## src/rtl/instr_fetch.sv

```systemverilog
// instr_fetch: fetches a 16-bit instruction as two byte reads (hi first) over req/ack, hands it to the decoder, then pulses pc_inc; ports clk/clr, pc_addr/fetch_req/fetch_busy, mem_addr/mem_rd/mem_rdata/mem_ack, instr/instr_valid/instr_ready, pc_inc, fault
module instr_fetch #(
  parameter int ADDR_W  = 16,
  parameter int MEM_W   = 8,
  parameter int TIMEOUT = 15
) (
  input  logic                 clk,
  input  logic                 clr,
  input  logic [ADDR_W-1:0]    pc_addr,
  input  logic                 fetch_req,
  output logic                 fetch_busy,
  output logic [ADDR_W-1:0]    mem_addr,
  output logic                 mem_rd,
  input  logic [MEM_W-1:0]     mem_rdata,
  input  logic                 mem_ack,
  output logic [2*MEM_W-1:0]   instr,
  output logic                 instr_valid,
  input  logic                 instr_ready,
  output logic                 pc_inc,
  output logic                 fault
);
  localparam int CW = $clog2(TIMEOUT);
  typedef enum logic [2:0] {IDLE, RD_HI, GAP, RD_LO, HOLD, FLT} state_t;
  state_t state;
  logic [CW-1:0] cnt;
  always_ff @(posedge clk) begin
    if (clr) begin
      state       <= IDLE;
      cnt         <= '0;
      fetch_busy  <= 1'b0;
      mem_addr    <= '0;
      mem_rd      <= 1'b0;
      instr       <= '0;
      instr_valid <= 1'b0;
      pc_inc      <= 1'b0;
      fault       <= 1'b0;
    end else begin
      pc_inc <= 1'b0;
      case (state)
        IDLE: if (fetch_req) begin
          mem_addr   <= pc_addr;
          mem_rd     <= 1'b1;
          cnt        <= '0;
          fetch_busy <= 1'b1;
          state      <= RD_HI;
        end
        RD_HI, RD_LO: if (mem_ack) begin
          mem_rd <= 1'b0;
          if (state == RD_HI) begin
            instr[2*MEM_W-1 -: MEM_W] <= mem_rdata;
            mem_addr <= mem_addr + 1'b1;
            state    <= GAP;
          end else begin
            instr[MEM_W-1:0] <= mem_rdata;
            instr_valid      <= 1'b1;
            state            <= HOLD;
          end
        end else if (cnt == CW'(TIMEOUT - 1)) begin
          mem_rd <= 1'b0;
          fault  <= 1'b1;
          state  <= FLT;
        end else begin
          cnt <= cnt + 1'b1;
        end
        GAP: begin
          mem_rd <= 1'b1;
          cnt    <= '0;
          state  <= RD_LO;
        end
        HOLD: if (instr_ready) begin
          instr_valid <= 1'b0;
          pc_inc      <= 1'b1;
          fetch_busy  <= 1'b0;
          state       <= IDLE;
        end
        FLT: state <= FLT;
        default: state <= IDLE;
      endcase
    end
  end
endmodule

```

## config.mk

```make
export PLATFORM = sky130hd
export DESIGN_NAME = instr_fetch
export DESIGN_NICKNAME = d
export VERILOG_FILES = /design/src/rtl/instr_fetch.sv
export SDC_FILE = /design/constraint.sdc
export NUM_CORES = 1
export LEC_CHECK = 0
export ABC_AREA = 1
export ABC_CLOCK_PERIOD_IN_PS = 2820
export CORE_UTILIZATION = 51
export CTS_BUF_LIST = sky130_fd_sc_hd__clkbuf_8 sky130_fd_sc_hd__clkbuf_16
export DETAILED_ROUTE_END_ITERATION = 12
export GPL_TIMING_DRIVEN = 1
export PLACE_DENSITY = 0.85
export SYNTH_ARGS = -nofsm -noshare
export SYNTH_HDL_FRONTEND = slang
export SYNTH_SLANG_ARGS = --single-unit
```

## constraint.sdc

```tcl
create_clock -name clk -period 2.82 [get_ports clk]
set_input_delay 0.564 -clock clk [delete_from_list [all_inputs] [get_ports clk]]
set_output_delay 0.564 -clock clk [all_outputs]
set_load 0.02 [all_outputs]
```

==> results.json <==
{
  "run_status": "finished clean",
  "worstPathMaxFanout": 7,
  "hold_path_class": "flip-flop to flip-flop",
  "synth_cells": 343,
  "port-buffer-count": 65,
  "syn_area_per_cell_um2": 6.66,
  "clockBufferDepth": 2,
  "clock_latency_ns": 0.30,
  "yosys-top-cells-area": "dfxtp_1 (39%), nand2_1 (11%), nor2_1 (11%)",
  "rr_startpoint": "state[0]",
  "clockRootBuffer": "clkbuf_8",
  "async_flop_share_pct": 0,
  "viasPerCell": 5.40,
  "synth_nets": 375,
  "place_congestion": 0.881,
  "hold_violations": 0,
  "fp.coreArea_mm2": 0.00414,
  "cts_setup_buffers": 0,
  "ctsResizeCount": 0,
  "drtIter0Drc": 170,
  "cp.buffers_inverters": 1,
  "critPathKind": "flip-flop to output port",
  "r2r-end": "mem_addr[7]",
  "cap_violations": 0,
  "fin_crit_ns": 1.98,
  "via_count": 2463,
  "crit_slowest_cell": "clkdlybuf4s50_1",
  "die_h_um": 68.9,
  "cp.depth": 1,
  "cts.htree.levels": 2,
  "fin_skew_ns": 0.0100,
  "syn-cell-area_mm2": 0.00228,
  "synth_area_leader_cell": "dfxtp_1",
  "setup_viol": 0,
  "cts_tree": "built",
  "r2r_slack_ns": 1.12,
  "start_util_pct": 55.1,
  "fin_util_pct": 73.2,
  "synth_ff_type": "dfxtp_1",
  "n_antenna_cell": 0,
  "die_w_um": 68.9,
  "postRouteAntennaNets": 0,
  "synth-seq-cells": 44,
  "cp-end-kind": "output port",
  "wl_per_cell_um": 12.8,
  "synth.distinct_cells": 30,
  "first_pass_iters": 4,
  "setup_tns_ns": 0,
  "wl_um": 5860,
  "syn_to_final_growth_pct": 32.9,
  "yosysMostFrequentCell": "nand2_1",
  "cts_made_buffers": 5,
  "cp.arrival_ns": 1.41,
  "ys_seq_area_share_pct": 38.6,
  "grt_use_total_pct": 26.9,
  "antenna_found_initial": 0,
  "path_clk_slew_ns": 0.09,
  "worstRegToRegCells": 7,
  "irDropWorstVdd_v": 0.000438,
  "slowest_delay_ns": 0.66,
  "grt_max_degree": 29,
  "endpoint": "mem_addr[11]",
  "cts_hold_buf": 0,
  "grt_pass1_vias": 2130,
  "relSlewSlack_pct": 68.3,
  "synth-edff-count": 0,
  "fin_crit_sh_pct": 70.1,
  "path_cells": "clkdlybuf4s50_1",
  "required_ns": 2.26,
  "startpoint": "mem_addr[11]",
  "finalMaxSlewViolations": 0,
  "hp-start": "instr_valid",
  "yosys.area.top_type_share_pct": 38.6,
  "dpl.hpwl_um": 4100,
  "synth_common_cells": "nand2_1 (68), nor2_1 (67), dfxtp_1 (44)",
  "drive_above_1_share_pct": 6.90,
  "grt_pass1_wl_um": 9440,
  "rsz0062_at_grt": "false",
  "power_density_mw_per_mm2": 776,
  "num_io_pins": 66,
  "fmax_mhz": 506,
  "start_kind": "flip-flop",
  "yosysWarnings": 0,
  "tightestPinTransition_ns": 0.476,
  "num_rows": 23,
  "drc": 0,
  "die-area_mm2": 0.00475,
  "clock_sinks": 44,
  "layout.nets": 438,
  "cp_top_family": "buffers and inverters",
  "total_leakage_power_nw": 1.22,
  "overflow": 0
}
cell families (layout without fill, tap and decap cells):
| group | after synthesis | count (layout) | share of synthesized area (%) |
|---|---|---|---|
| simple gates | 183 | 183 | 35.4 |
| compound gates | 67 | 67 | 15.3 |
| flops | 44 | 44 | 38.6 |
| buf+inv | 43 | 106 | 7.95 |
| fa+ha+maj | 3 | 3 | 1.64 |
| xor+xnor | 3 | 3 | 1.15 |
per-layer routing:
metal  vias to the layer above  global-route usage, %  wire length, um
met4                         0                   8.42               67
met1                      1125                   35.9             2690
met3                         9                   7.24              481
li1                       1241                      -                -
met2                        88                   42.1             2620
met5                         -                      0                0
sequential cells by signal, summed over array words and instances (netlist names):
| register | count |
|---|---|
| mem_addr | 16 |
| fault | 1 |
| fetch_busy | 1 |
| mem_rd | 1 |
| state | 3 |
| cnt | 4 |
| pc_inc | 1 |
| instr | 16 |
| instr_valid | 1 |
power breakdown:
group	total (mW)	switching, mW	internal (mW)
clock network	0.386	0.218	0.168
logic	1.06	0.629	0.435
registers	0.906	0.152	0.754
total	2.36	0.999	1.36
placed cells by master (no fill, tap or decap), types with 2 or more instances in the layout:
cell type	count
inv_2	7
a21oi_1	30
ha_1	3
inv_1	24
nand4_1	2
buf_4	3
nand2_2	2
o21ai_0	28
xor2_1	3
nor3_1	2
o21ai_1	3
nor2_1	67
clkdlybuf4s50_1	65
dfxtp_1	44
nand3_1	34
clkbuf_8	5
nor2_4	4
nand2_1	68
worst min path at each step:
stage             endpoint  slack [ns]  depth (start not counted)
2_1_floorplan       cnt[3]        0.46                          2
5_1_grt           instr[6]        0.49                          2
3_5_place_dp      instr[7]        0.45                          2
3_3_place_gp   instr_valid        0.45                          2
4_1_cts        instr_valid        0.47                          2
6_report       instr_valid        0.47                          2
area by class of cell:
type                            count  area [um^2]
Inverter                           31          116
Timing Repair Buffer               68          673
Clock inverter                      2         12.5
Sequential cell                    44          881
Multi-Input combinational cell    256         1220
Clock buffer                        5         68.8
Tap cell                           50         62.6
Fill cell                         342         1110
worst register-to-register path: stages (launching register included):
cell and delay (ns):
dfxtp_1 0.50, nand2_4 0.18, inv_2 0.09, buf_4 0.30, nand2_1 0.17, nor3_1 0.16
o21ai_0 0.10, a21oi_1 0.14
per-stage QoR:
| step | power, mW | std cells | worst slack, ns | cell area, um^2 | hold WS, ns |
|---|---|---|---|---|---|
| 3_3_place_gp | 1.95 | 449 | 0.752 | 2950 | 0.449 |
| 2_1_floorplan | 1.60 | 343 | 1.39 | 2280 | 0.464 |
| 3_5_place_dp | 1.97 | 449 | 0.719 | 2950 | 0.452 |
| 4_1_cts | 2.36 | 456 | 0.829 | 3040 | 0.469 |
| 5_1_grt | 2.52 | 456 | 0.791 | 3040 | 0.485 |
| 6_report | 2.36 | 456 | 0.844 | 3040 | 0.466 |
(Power assumes the default switching activity.)
